`config.mk`:
```
export PLATFORM = sky130hd
export DESIGN_NAME = pipe_hazard_ctrl
export DESIGN_NICKNAME = d
export VERILOG_FILES = /design/src/rtl/pipe_hazard_ctrl.sv
export SDC_FILE = /design/constraint.sdc
export NUM_CORES = 1
export LEC_CHECK = 0
export CAP_MARGIN = 10
export CORE_MARGIN = 4
export CORE_UTILIZATION = 55
export CTS_BUF_LIST = sky130_fd_sc_hd__clkbuf_8
export DETAILED_ROUTE_END_ITERATION = 12
export PLACE_DENSITY_LB_ADDON = 0.08
export SETUP_SLACK_MARGIN = 0.1
export SLEW_MARGIN = 10
export SYNTH_ARGS = -nofsm -noshare
export SYNTH_HDL_FRONTEND = slang
export SYNTH_SLANG_ARGS = --single-unit
```
`constraint.sdc`:
```
create_clock -name clk -period 4.4 [get_ports clk]
set_input_delay 0.66 -clock clk [delete_from_list [all_inputs] [get_ports clk]]
set_output_delay 0.66 -clock clk [all_outputs]
set_load 0.02 [all_outputs]
```
`src/rtl/pipe_hazard_ctrl.sv`:
```
// Pipeline hazard controller: EX..WB scoreboard, RAW/load-use stall detection,
// redirect flushing and saturating retire/stall/flush performance counters.
module pipe_hazard_ctrl #(
  parameter int STAGES        = 5,
  parameter int REG_AW        = 5,
  parameter int RESOLVE_STAGE = 2,
  parameter int FORWARD_EN    = 1,
  parameter int FWD_STAGE     = 4,
  parameter int CNT_W         = 32
) (
  input  logic              clk,
  input  logic              rst_n,
  input  logic              id_valid,
  input  logic [REG_AW-1:0] id_rs1,
  input  logic [REG_AW-1:0] id_rs2,
  input  logic              id_rs1_used,
  input  logic              id_rs2_used,
  input  logic [REG_AW-1:0] id_rd,
  input  logic              id_regwrite,
  input  logic              id_memread,
  input  logic              redirect,
  output logic              pc_write,
  output logic              ifid_write,
  output logic              if_flush,
  output logic              idex_bubble,
  output logic [STAGES-3:0] stage_valid,
  output logic              retire_valid,
  output logic [CNT_W-1:0]  retire_count,
  output logic [CNT_W-1:0]  stall_count,
  output logic [CNT_W-1:0]  flush_count
);

  logic [STAGES-1:2]             r_valid;
  logic [STAGES-1:2]             r_regwrite;
  logic [STAGES-1:2]             r_memread;
  logic [STAGES-1:2][REG_AW-1:0] r_rd;
  logic [CNT_W-1:0]              r_retire_cnt;
  logic [CNT_W-1:0]              r_stall_cnt;
  logic [CNT_W-1:0]              r_flush_cnt;

  logic [STAGES-1:2] w_match;
  logic [STAGES-1:2] w_elig;
  logic [STAGES-1:3] w_kill;
  logic              w_hazard;
  logic              w_stall;

  // Per-stage producer match and whether a match at that depth must stall.
  for (genvar s = 2; s < STAGES; s++) begin : g_stage
    assign w_match[s] = r_valid[s] & r_regwrite[s] & (r_rd[s] != '0) &
                        ((id_rs1_used & (r_rd[s] == id_rs1)) |
                         (id_rs2_used & (r_rd[s] == id_rs2)));
    if (FORWARD_EN != 0) begin : g_fwd
      localparam bit LoadWindow = (s <= FWD_STAGE - 2);
      assign w_elig[s] = LoadWindow & r_memread[s];
    end else begin : g_nofwd
      localparam bit RawWindow = (s <= STAGES - 2);
      assign w_elig[s] = RawWindow;
    end
  end

  // Stages 3..RESOLVE_STAGE hold instructions younger than the redirecting one.
  for (genvar s = 3; s < STAGES; s++) begin : g_kill
    localparam bit Younger = (s <= RESOLVE_STAGE);
    assign w_kill[s] = Younger;
  end

  assign w_hazard = id_valid & (|(w_match & w_elig));
  assign w_stall  = w_hazard & ~redirect;

  always_comb begin
    pc_write    = 1'b1;
    ifid_write  = 1'b1;
    if_flush    = 1'b0;
    idex_bubble = 1'b0;
    if (redirect) begin
      if_flush    = 1'b1;
      idex_bubble = 1'b1;
    end else if (w_hazard) begin
      pc_write    = 1'b0;
      ifid_write  = 1'b0;
      idex_bubble = 1'b1;
    end
  end

  always_ff @(posedge clk or negedge rst_n) begin
    if (!rst_n) begin
      r_valid    <= '0;
      r_regwrite <= '0;
      r_memread  <= '0;
      r_rd       <= '0;
    end else begin
      r_valid[2]    <= id_valid & ~w_hazard & ~redirect;
      r_regwrite[2] <= id_regwrite;
      r_memread[2]  <= id_memread;
      r_rd[2]       <= id_rd;
      r_valid[STAGES-1:3]    <= r_valid[STAGES-2:2] & ~({(STAGES-3){redirect}} & w_kill);
      r_regwrite[STAGES-1:3] <= r_regwrite[STAGES-2:2];
      r_memread[STAGES-1:3]  <= r_memread[STAGES-2:2];
      r_rd[STAGES-1:3]       <= r_rd[STAGES-2:2];
    end
  end

  // Counters saturate at all-ones rather than wrapping.
  always_ff @(posedge clk or negedge rst_n) begin
    if (!rst_n) begin
      r_retire_cnt <= '0;
      r_stall_cnt  <= '0;
      r_flush_cnt  <= '0;
    end else begin
      if (r_valid[STAGES-1] && (r_retire_cnt != '1))
        r_retire_cnt <= r_retire_cnt + CNT_W'(1);
      if (w_stall && (r_stall_cnt != '1))
        r_stall_cnt <= r_stall_cnt + CNT_W'(1);
      if (redirect && (r_flush_cnt != '1))
        r_flush_cnt <= r_flush_cnt + CNT_W'(1);
    end
  end

  assign stage_valid  = r_valid;
  assign retire_valid = r_valid[STAGES-1];
  assign retire_count = r_retire_cnt;
  assign stall_count  = r_stall_cnt;
  assign flush_count  = r_flush_cnt;

endmodule

```
# Word-level counts from Yosys, hierarchy flattened
# Index checks and enable logic that the tools add are counted.
# totals
out_inout_bits,104
regBits,118
inputBits,23
elab_cells,58
# op_classes
n_eq_ne,9
bitwise,25
n_reduce_logical,7
add_sub_neg,3
mux,5
# ops
operator,n
$add 32x1->32 const B,3
$ne 32x32->1 const B,3
$eq 5x5->1,6
$and 1x1->1,19
$reduce_bool 5->1,3
$mux 1,5
$and 3x1->3,1
$logic_and 1x1->1,3
$or 1x1->1,3
$reduce_or 3->1,1
$not 1->1,2

# Longest topological paths before layout
# Gate-level depths: netlist (run 1).
# depth
word_depth,10
ltp_mapped,8

# Worst setup path after synthesis (run 1)
# OpenSTA, ideal clock, no wires.
# synth_path
kind,in2reg
startpoint,input id_rs1[1]
endpoint,register r_stall_cnt[4] (netlist: stall_count[4])
required_time_ns,4.269
n_path_buf,1
cell_stages,8
path_slack_ns,1.945
arrival_ns,2.324
path_cell_list,xnor2_1 > nand4_1 > o22ai_1 > and2_1 > buf_2 > inv_1 > or4b_2 > xnor2_1
# synth_via
elab_chain_len,9
# synth_rtl
element,line,rtl
"start, declared",14,"input logic [REG_AW-1:0] id_rs1,"
$eq 5x5->1,50,((id_rs1_used & (r_rd[s] == id_rs1)) |
$and 1x1->1,50,
$or 1x1->1,50,
$and 1x1->1,49,assign w_match[s] = r_valid[s] & r_regwrite[s] & (r_rd[s] != '0) &
$and 3x1->3 *,67,assign w_hazard = id_valid & (|(w_match & w_elig));
$reduce_or 3->1 *,67,
$and 1x1->1 *,67,
$and 1x1->1 *,68,assign w_stall = w_hazard & ~redirect;
$logic_and 1x1->1 *,112,if (w_stall && (r_stall_cnt != '1))
"end signal, assigned",113,r_stall_cnt <= r_stall_cnt + CNT_W'(1);
"end, declared",38,logic [CNT_W-1:0] r_stall_cnt;
# Every way passes the cells marked *; elsewhere a longest branch is shown, timed or not.
# A chain may end at the register's enable or synchronous reset.

# Worst setup path in the final report (run 1)
# layout_path
startpoint,input id_rs1[4]
endpoint,output idex_bubble
# layout_via
elab_chain_len,9
# layout_rtl
element,line,rtl
$eq 5x5->1,50,
$and 1x1->1,50,
$or 1x1->1,50,
$and 1x1->1,49,
$and 3x1->3 *,67,
$reduce_or 3->1 *,67,
$and 1x1->1 *,67,
$mux 1 *,78,end else if (w_hazard) begin
$mux 1 *,75,if (redirect) begin
"end, declared",25,"output logic idex_bubble,"
# Marks and branches as above.

==> results.py, run 1 <==
metrics = {
    "placement": {
        "placement.io_buffers": 126,
        "place_hpwl_microns": 8240,
        "detailed_place.area_sq_um": 6290,
        "globalplace.congestion": 0.813,
    },
    "detailed_routing": {
        "drtPass1Iterations": 4,
        "drt_wl_total_microns": 11000,
        "post-route-drc-count": 0,
        "dr.first_iter.drc_count": 120,
        "postRouteAntennaNets": 0,
        "via_per_inst": 5.50,
        "num_vias": 3795,
        "wl_per_cell_microns": 16.0,
    },
    "logic_synthesis": {
        "post-synth-top-area-fraction": 0.535,
        "synth_commonest_cells": "sky130_fd_sc_hd__dfrtp_1 (106), sky130_fd_sc_hd__xnor2_1 (85), sky130_fd_sc_hd__nand3_1 (41), sky130_fd_sc_hd__nand4_1 (41), sky130_fd_sc_hd__nand2_1 (38)",
        "post_synth_instance_area_sq_um": 4960,
        "synth-edff-count": 0,
        "synth_cells": 452,
        "mappedNetlistNets": 478,
        "synth_area_leaders": "sky130_fd_sc_hd__dfrtp_1 (53%), sky130_fd_sc_hd__xnor2_1 (15%), sky130_fd_sc_hd__nand4_1 (5.2%), sky130_fd_sc_hd__nand3_1 (4.1%), sky130_fd_sc_hd__nand2_1 (2.9%)",
        "yosys.cell_count.top_type": "sky130_fd_sc_hd__dfrtp_1",
        "synth-main-ff-cell": "sky130_fd_sc_hd__dfrtp_1",
        "synth.distinct_cells": 44,
        "yosysSeqAreaShare": 0.535,
        "synth.largest_area_cell": "sky130_fd_sc_hd__dfrtp_1",
        "synth_seq_cells": 106,
        "total_of_warnings_raised_by_yosys": 0,
        "postSynth.asyncResetShare": 1.00,
        "synthesis.area_per_instance_sq_um": 11.0,
    },
    "job": {
        "count_of_max_cap_constraint_violations": 0,
    },
    "grt": {
        "grt_first_pass_wirelength_microns": 18300,
        "grt_usage": 0.218,
        "grt_antenna_before_repair": 0,
        "grt_max_degree": 82,
        "global_route.overflow_total": 0,
        "first_global_vias": 3818,
    },
    "layout": {
        "post_route_cells_drive_above_1_share": 0.0533,
        "multi_input_area_sq_um": 2220,
        "finalCoreUtilization": 0.736,
        "area.sequential_sq_um": 2650,
        "num_antenna_cells": 0,
        "area_delta_synth_final_pct": 30.1,
        "nNetsFinal": 605,
        "fillerInstances": 646,
        "finish.instance_area_sq_um": 6450,
    },
    "setup_path": {
        "timing.critical_path.to_type": "output pin",
        "critical_path_class": "in2out",
        "worst-endpoint-arrival_ns": 2.69,
        "critical_path.cell_chain": "clkdlybuf4s50_1, xnor2_1, nand4_1, o22ai_1, nor3b_1, a21o_1, clkdlybuf4s50_1",
        "required_time_at_the_endpoint_of_the_critical_path_ns": 3.74,
        "maximum_cell_stage_delay_along_the_critical_path_ns": 0.60,
        "crit_path_top_delay_cell": "sky130_fd_sc_hd__clkdlybuf4s50_1",
        "sort_of_element_at_the_start_of_the_critical_path": "input pin",
        "worst_path_most_repeated_cell": "sky130_fd_sc_hd__clkdlybuf4s50_1",
        "worst-path-max-fanout": 2,
    },
    "clock_network": {
        "cts_hold_buf": 0,
        "numCtsBuffers": 9,
        "clock_path_buffers": 2,
        "clk_root_buffer_cell": "sky130_fd_sc_hd__clkbuf_8",
        "worst_setup_hold_path_clk_slew_ns": 0.09,
        "cts_tree": "yes",
        "htreeDepth": 3,
        "clk_lat_worst_skew_ns": 0.35,
        "ctsResizeCount": 0,
        "cts_setup_buffers": 0,
        "clock_sinks": 106,
    },
    "sta": {
        "finalHoldViolCount": 0,
        "fin_worst_hold_slack_ns": 0.410,
        "setup_viol": 0,
        "report.final.slew_viol_count": 0,
        "setup_repair_after_global_routing_missed_its_margin": "no",
        "timing.final.crit_share": 0.762,
        "max_freq_ghz": 0.298,
        "setup_tns_ns": 0,
        "worst_pin_slew_ns": 0.987,
        "timing.clock.skew_ns": 0.00759,
        "timing.final.crit_period_ns": 3.35,
        "timing.slew.headroom": 0.342,
    },
    "power_and_ir_drop": {
        "power.leakage_nw": 2.64,
        "design_power_total_w": 0.00197,
        "cell_pwr_density_nw_per_um2": 306,
        "worst_ir_drop_vdd_uv": 284,
    },
    "floorplanning": {
        "floorplan.die.width_microns": 103,
        "dieArea_sq_um": 10600,
        "floorplan.die.height_microns": 103,
        "io_pins": 127,
        "core_sq_um": 8760,
        "starting_density": 0.566,
        "floorplan.rows": 34,
    },
    "status": {
        "outcome": "completed",
    },
    "min_path": {
        "holdCritPathClass": "reg2reg",
    },
}
-- path summary, 6_finish.rpt --
path / from / to / slack, ns / cells past startpoint
hold reg to reg: stage_valid[1] / stage_valid[2] / 0.41 / 0
min in group asynchronous: rst_n / retire_count[22] / 0.46 / 1
hold / removal: stage_valid[1] / stage_valid[2] / 0.41 / 0
setup reg to reg: r_rd[4] / stall_count[4] / 1.99 / 7
max in group asynchronous: rst_n / stall_count[16] / 3.02 / 2
setup / recovery: id_rs1[4] / idex_bubble / 1.05 / 7
-- state kept, by name (all words and copies together) (netlist names) --
register and cells:
stall_count 32, r_rd 5, stage_valid 3, r_regwrite 1, flush_count 32, r_memread 1
retire_count 32
-- where the power goes --
part           internal, W  leakage [nW]  switching, W
Clock             0.000212        0.0828      0.000304
Combinational     0.000176          1.13      0.000163
Sequential         0.00103          1.43     0.0000855
Total              0.00142          2.64      0.000553
-- stage by stage --
step	std cells	setup WS, ns
CTS	690	1.04
global placement	676	1.12
floorplan	452	1.94
finish	690	1.05
detailed placement	676	1.03
global route	690	0.928
-- critical path, delay by kind of cell --
| kind | cells | cell delay [ns] |
|---|---|---|
| XOR/XNOR | 1 | 0.14 |
| AND/OR/NAND/NOR | 2 | 0.41 |
| buffers and inverters | 2 | 1.09 |
| AO/OA/AOI/OAI | 2 | 0.39 |
-- cell type report --
cell class	instances	area share
Timing Repair Buffer	128	0.197
Tap cell	108	0.0209
Sequential cell	106	0.411
Clock inverter	4	0.00349
Clock buffer	10	0.0213
Inverter	4	0.00233
Multi-Input combinational cell	330	0.343
-- cell usage in the layout (no fill, tap or decap), drive strengths merged --
cell type and instances:
nand4 43, nand3 42, and4 7, clkdlybuf4s50 125, xnor2 85, clkbuf 10
or4b 1, nand2b 1, a41oi 1, or3 3, or4 6, inv 6
nor3b 2, a21oi 4, o311a 1, nor4 4, nand2 39, nand4b 2
mux2 4, nor2 32, nor3 12, xor2 14, a21o 1, ha 3
buf 3, nor4b 1, dfrtp 106, o22ai 1, clkinvlp 2, and2 7
or2 3, and3 10, o211ai 1
-- logic make-up after synthesis --
kind of cell	count (synthesis)	synth area share
compound gates	9	0.0121
xor+xnor	99	0.175
buf+inv	16	0.0184
mux	4	0.00984
fa+ha+maj	3	0.00757
simple gates	215	0.242
flops	106	0.535
-- metal layers --
| metal | routed length (microns) | track usage | share of wire | vias up |
|---|---|---|---|---|
| met1 | 4730 | 0.286 | 0.43 | 1846 |
| li1 | - | - | - | 1835 |
| met3 | 567 | 0.0467 | 0.051 | 15 |
| met5 | 0 | 0 | 0 | - |
| met2 | 5580 | 0.362 | 0.51 | 99 |
| met4 | 158 | 0.0697 | 0.014 | 0 |
Note: power is estimated with default switching activity, not from simulation.
==> run 2: changes to the inputs <==
--- a/config.mk
+++ b/config.mk
@@ -7,7 +7,7 @@
 export LEC_CHECK = 0
 export CAP_MARGIN = 10
 export CORE_MARGIN = 4
-export CORE_UTILIZATION = 55
+export CORE_UTILIZATION = 51
 export CTS_BUF_LIST = sky130_fd_sc_hd__clkbuf_8
 export DETAILED_ROUTE_END_ITERATION = 12
 export PLACE_DENSITY_LB_ADDON = 0.08
==> constraint.sdc (replaced) <==
create_clock -name clk -period 3.1 [get_ports clk]
set_input_delay 0.465 -clock clk [delete_from_list [all_inputs] [get_ports clk]]
set_output_delay 0.465 -clock clk [all_outputs]
set_load 0.02 [all_outputs]
==> run 2 against run 1 <==
Against the previous run: sequential cell count stayed put; register-to-register slack got worse by 1.4 ns; power rose by 48%; sequential power grew 42%; clock skew up 0.0053 ns; worst hold slack worse by 0.29 ns; global-route usage is 1.4 points lower; via count is 1.5% higher; sequential share of layout area is 0.43 points lower; combinational power increased by 44%; largest cell class unchanged; highest routed layer unchanged.
==> results.py, run 2 (synthesis results as in run 1) <==
metrics = {
    "sta": {
        "max_freq_ghz": 0.355,
        "finalHoldViolCount": 0,
        "setup_viol": 0,
        "timing.final.crit_period_ns": 2.82,
        "report.final.slew_viol_count": 0,
        "fin_worst_hold_slack_ns": 0.115,
        "timing.clock.skew_ns": 0.0129,
        "final_critical_path_setup_slack_ns": 0.285,
        "setup_tns_ns": 0,
        "timing.slew.headroom": 0.491,
        "worst_pin_slew_ns": 0.762,
        "setup_repair_after_global_routing_missed_its_margin": "no",
        "timing.final.crit_share": 0.908,
    },
    "setup_path": {
        "timing.critical_path.to_type": "output pin",
        "crit_start": "id_rs1[1]",
        "crit-reg2reg-capture": "retire_count[28]",
        "worstReg2RegStart": "retire_count[5]",
        "worst_r2r_path_depth": 6,
        "critical_path_class": "in2out",
        "sort_of_element_at_the_start_of_the_critical_path": "input pin",
        "worst-path-max-fanout": 2,
        "required_time_at_the_endpoint_of_the_critical_path_ns": 2.63,
        "setup.reg_to_reg.worst_slack_ns": 0.64,
        "worst-endpoint-arrival_ns": 2.35,
        "endpoint": "idex_bubble",
    },
    "floorplanning": {
        "floorplan.die.width_microns": 107,
        "dieArea_sq_um": 11400,
        "core_sq_um": 9370,
        "floorplan.rows": 35,
        "starting_density": 0.529,
        "floorplan.die.height_microns": 107,
        "io_pins": 127,
    },
    "layout": {
        "final_cell_mix": "sky130_fd_sc_hd__clkdlybuf4s50_1 (123), sky130_fd_sc_hd__dfrtp_1 (106), sky130_fd_sc_hd__xnor2_1 (85)",
        "post_route_cells_drive_above_1_share": 0.0565,
        "num_antenna_cells": 0,
        "mostFrequentLayoutCell": "sky130_fd_sc_hd__clkdlybuf4s50_1",
        "finish.instance_area_sq_um": 6520,
        "nNetsFinal": 605,
        "area_delta_synth_final_pct": 31.5,
    },
    "grt": {
        "grt_first_pass_wirelength_microns": 18900,
        "global_route.overflow_total": 0,
        "grt_antenna_before_repair": 0,
        "grt_max_degree": 57,
        "grt_usage": 0.204,
        "first_global_vias": 3814,
    },
    "status": {
        "outcome": "completed",
    },
    "detailed_routing": {
        "drt_wl_total_microns": 11000,
        "post-route-drc-count": 0,
        "dr.first_iter.drc_count": 152,
        "drtPass1Iterations": 4,
        "via_per_inst": 5.40,
        "wl_per_cell_microns": 15.4,
        "postRouteAntennaNets": 0,
        "num_vias": 3853,
    },
    "clock_network": {
        "clk_root_buffer_cell": "sky130_fd_sc_hd__clkbuf_8",
        "clock_path_buffers": 2,
        "numCtsBuffers": 9,
        "worst_setup_hold_path_clk_slew_ns": 0.10,
        "clock_sinks": 106,
        "clk_lat_worst_skew_ns": 0.36,
        "cts_tree": "yes",
        "cts_hold_buf": 0,
        "htreeDepth": 3,
    },
    "power_and_ir_drop": {
        "cell_pwr_density_nw_per_um2": 447,
        "worst_ir_drop_vdd_uv": 378,
        "power.leakage_nw": 2.65,
    },
    "placement": {
        "dp_slack_ns": 0.190,
        "place_hpwl_microns": 8180,
        "globalplace.congestion": 0.822,
        "placement.io_buffers": 126,
        "detailed_place.area_sq_um": 6330,
    },
    "job": {
        "count_of_max_cap_constraint_violations": 0,
    },
    "min_path": {
        "holdCritPathClass": "in2async",
    },
}
run 2: how the worst min path moves through the flow:
| stage | startpoint | endpoint |
|---|---|---|
| finish | rst_n | retire_count[21] |
| global route | rst_n | retire_count[21] |
| CTS | rst_n | stall_count[20] |
| detailed placement | stage_valid[1] | stage_valid[2] |
| global placement | stage_valid[0] | stage_valid[1] |
| floorplan | rst_n | flush_count[0] |
run 2: worst max-delay path: stages:
cell	delay, ns
sky130_fd_sc_hd__clkdlybuf4s50_1	0.47
sky130_fd_sc_hd__xnor2_1	0.12
sky130_fd_sc_hd__nand4_1	0.12
sky130_fd_sc_hd__o22ai_1	0.20
sky130_fd_sc_hd__nor3b_2	0.22
sky130_fd_sc_hd__a21o_1	0.14
sky130_fd_sc_hd__clkdlybuf4s50_1	0.61
run 2: power breakdown:
| group | total, W | internal, W | switching [W] | leakage [nW] |
|---|---|---|---|---|
| Sequential | 0.00159 | 0.00147 | 0.000125 | 1.43 |
| Clock | 0.000834 | 0.000366 | 0.000468 | 0.0953 |
| Combinational | 0.000488 | 0.000251 | 0.000237 | 1.13 |
| Total | 0.00291 | 0.00208 | 0.000830 | 2.65 |
run 2: through the flow:
step	total power, W	utilization	cells
floorplan	0.00182	-	452
global placement	0.00210	0.676	697
detailed placement	0.00211	0.676	697
CTS	0.00294	0.695	713
global route	0.00306	0.696	713
finish	0.00291	0.696	713
run 2: layout make-up:
type	instances	area (sq um)
fillers	741	2850
flip-flops and latches	106	2650
multi-input cells	330	2220
repair buffers	128	1280
well taps	129	161
clock buffers	9	124
clock inverters	7	63.8
inverters	4	15.0
run 2: timing repair:
action                                  in CTS  in global routing
gates resized for setup                      2                  1
endpoints found under the setup margin       2                  1
buffers inserted                             0                  0
hold endpoints to repair                     0                  0
run 2: metal layers:
metal  vias up  part of all wire  GRT usage
met5         -                 0          0
met4         0            0.0099     0.0521
met3         9             0.064     0.0554
met2       101              0.47      0.320
met1      1911              0.45      0.282
li1       1832                 -          -
==> run 3: changes to the inputs <==
--- a/config.mk
+++ b/config.mk
@@ -10,6 +10,7 @@
 export CORE_UTILIZATION = 51
 export CTS_BUF_LIST = sky130_fd_sc_hd__clkbuf_8
 export DETAILED_ROUTE_END_ITERATION = 12
+export MAX_ROUTING_LAYER = met4
 export PLACE_DENSITY_LB_ADDON = 0.08
 export SETUP_SLACK_MARGIN = 0.1
 export SLEW_MARGIN = 10
==> run 3 against run 2 <==
Against the previous run: final cell count stayed put; non-clock buffer count stayed put; clock skew is 0.0014 ns lower; utilization stayed put; via count is 0.16% lower; power hardly changed; sequential share of layout area stayed put; fmax is 0.13% lower; global-route usage is 0.53 points higher; wire length hardly changed; sequential cell count stayed put; critical path type unchanged; largest power group unchanged.
==> results.py, run 3 (synthesis results as in run 1) <==
metrics = {
    "status": {
        "outcome": "completed",
    },
    "power_and_ir_drop": {
        "netSwitchingPower_w": 0.000827,
        "worst_ir_drop_vdd_uv": 377,
        "power_frac_comb": 0.168,
        "design_power_total_w": 0.00291,
        "cellInternalPower_w": 0.00208,
        "sw_frac_of_total": 0.284,
        "cell_pwr_density_nw_per_um2": 447,
        "share_of_total_power_in_sequential_cells": 0.547,
        "power.leakage_nw": 2.65,
        "clock_power_share": 0.285,
    },
    "grt": {
        "grt_usage": 0.209,
        "grt_max_degree": 57,
        "grt_first_pass_wirelength_microns": 18900,
        "first_global_vias": 3808,
        "grt_antenna_before_repair": 0,
        "global_route.overflow_total": 0,
    },
    "setup_path": {
        "critical_path_class": "in2out",
        "timing.critical_path.to_type": "output pin",
        "worst-endpoint-arrival_ns": 2.35,
        "sort_of_element_at_the_start_of_the_critical_path": "input pin",
        "critical_path.n_buffers_inverters": 2,
        "crit_path_top_delay_cell": "sky130_fd_sc_hd__clkdlybuf4s50_1",
        "crit_start": "id_rs1[1]",
        "worst_path_most_repeated_cell": "sky130_fd_sc_hd__clkdlybuf4s50_1",
        "maximum_cell_stage_delay_along_the_critical_path_ns": 0.61,
        "worst-path-max-fanout": 2,
        "critical_path.cell_chain": "clkdlybuf4s50_1, xnor2_1, nand4_1, o22ai_1, nor3b_2, a21o_1, clkdlybuf4s50_1",
        "required_time_at_the_endpoint_of_the_critical_path_ns": 2.63,
        "worstReg2RegStart": "retire_count[5]",
        "critical_path.top_delay_family": "buffers and inverters",
    },
    "clock_network": {
        "clk_root_buffer_cell": "sky130_fd_sc_hd__clkbuf_8",
        "numCtsBuffers": 9,
        "cts_hold_buf": 0,
        "cts_tree": "yes",
        "clock_path_buffers": 2,
        "clk_lat_worst_skew_ns": 0.36,
        "clock_sinks": 106,
        "cts_setup_buffers": 0,
        "worst_setup_hold_path_clk_slew_ns": 0.10,
        "htreeDepth": 3,
    },
    "placement": {
        "place_hpwl_microns": 8180,
        "placement.io_buffers": 126,
        "numPlacedInstances": 697,
        "globalplace.congestion": 0.835,
        "dp_slack_ns": 0.190,
    },
    "floorplanning": {
        "starting_density": 0.529,
        "floorplan.die.width_microns": 107,
        "core_sq_um": 9370,
        "floorplan.die.height_microns": 107,
        "dieArea_sq_um": 11400,
        "io_pins": 127,
        "floorplan.rows": 35,
    },
    "layout": {
        "finalCoreUtilization": 0.696,
        "mostFrequentLayoutCell": "sky130_fd_sc_hd__clkdlybuf4s50_1",
        "fillerInstances": 741,
        "area_delta_synth_final_pct": 31.5,
        "post_route_cells_drive_above_1_share": 0.0565,
        "final_cell_count_no_fill": 713,
        "num_antenna_cells": 0,
        "final_cell_mix": "sky130_fd_sc_hd__clkdlybuf4s50_1 (123), sky130_fd_sc_hd__dfrtp_1 (106), sky130_fd_sc_hd__xnor2_1 (85)",
        "nNetsFinal": 605,
    },
    "sta": {
        "finalHoldViolCount": 0,
        "timing.final.crit_period_ns": 2.82,
        "worst_pin_slew_ns": 0.762,
        "max_freq_ghz": 0.355,
        "setup_tns_ns": 0,
        "final_critical_path_setup_slack_ns": 0.281,
        "timing.clock.skew_ns": 0.0115,
        "timing.slew.headroom": 0.491,
        "report.final.slew_viol_count": 0,
        "setup_repair_after_global_routing_missed_its_margin": "no",
        "setup_viol": 0,
        "timing.final.crit_share": 0.909,
    },
    "detailed_routing": {
        "num_vias": 3847,
        "dr.first_iter.drc_count": 154,
        "postRouteAntennaNets": 0,
        "drt_wl_total_microns": 11000,
        "drtPass1Iterations": 4,
        "wl_per_cell_microns": 15.5,
        "via_per_inst": 5.40,
        "post-route-drc-count": 0,
    },
    "job": {
        "count_of_max_cap_constraint_violations": 0,
    },
    "min_path": {
        "holdCritPathClass": "in2async",
    },
}
==> run 3: cell counts in the layout (fill, tap and decap cells not counted) <==
No cell type changed its count.
==> run 3: through the flow <==
step | instance area [sq um] | hold slack, ns
2_1_floorplan | 4960 | 0.169
3_3_place_gp | 6330 | 0.386
3_5_place_dp | 6330 | 0.405
4_1_cts | 6520 | 0.141
5_1_grt | 6520 | 0.157
6_report | 6520 | 0.117
==> run 3: area by class of cell <==
class                           count  area, sq um  share of cell area
Clock buffer                        9          124              0.0190
Timing Repair Buffer              128         1280               0.197
Inverter                            4         15.0             0.00230
Tap cell                          129          161              0.0248
Sequential cell                   106         2650               0.407
Clock inverter                      7         63.8             0.00979
Multi-Input combinational cell    330         2220               0.341
==> run 3: final timing paths <==
check | depth (start not counted) | slack, ns | endpoint
max | 7 | 0.28 | idex_bubble
min | 1 | 0.12 | retire_count[21]
max reg2reg | 6 | 0.64 | retire_count[28]
min reg2reg | 0 | 0.41 | stage_valid[2]
max in group asynchronous | 2 | 2.26 | r_rd[2]
min in group clk | 0 | 0.41 | stage_valid[2]
==> run 3: timing repair <==
item / in CTS / in global routing
endpoints found under the hold margin: 0 / 0
endpoints found under the setup margin: 2 / 1
gates resized for setup: 2 / 1
==> run 3: power by group through the flow <==
stage | combinational [W] | clock, W | sequential (W)
floorplan | 0.000136 | 0 | 0.00169
global placement | 0.000485 | 0 | 0.00161
detailed placement | 0.000497 | 0 | 0.00162
CTS | 0.000497 | 0.000849 | 0.00159
global route | 0.000536 | 0.000911 | 0.00161
finish | 0.000488 | 0.000831 | 0.00159
==> run 3: per-layer routing <==
metal  global-route usage  vias to the layer above  part of all wire  routed length [microns]
met5                    -                        -                 0                        0
met4               0.0521                        0             0.010                      110
met3               0.0494                        9             0.058                      638
met2                0.321                       99              0.47                     5210
met1                0.285                     1908              0.46                     5060
li1                     -                     1831                 -                        -
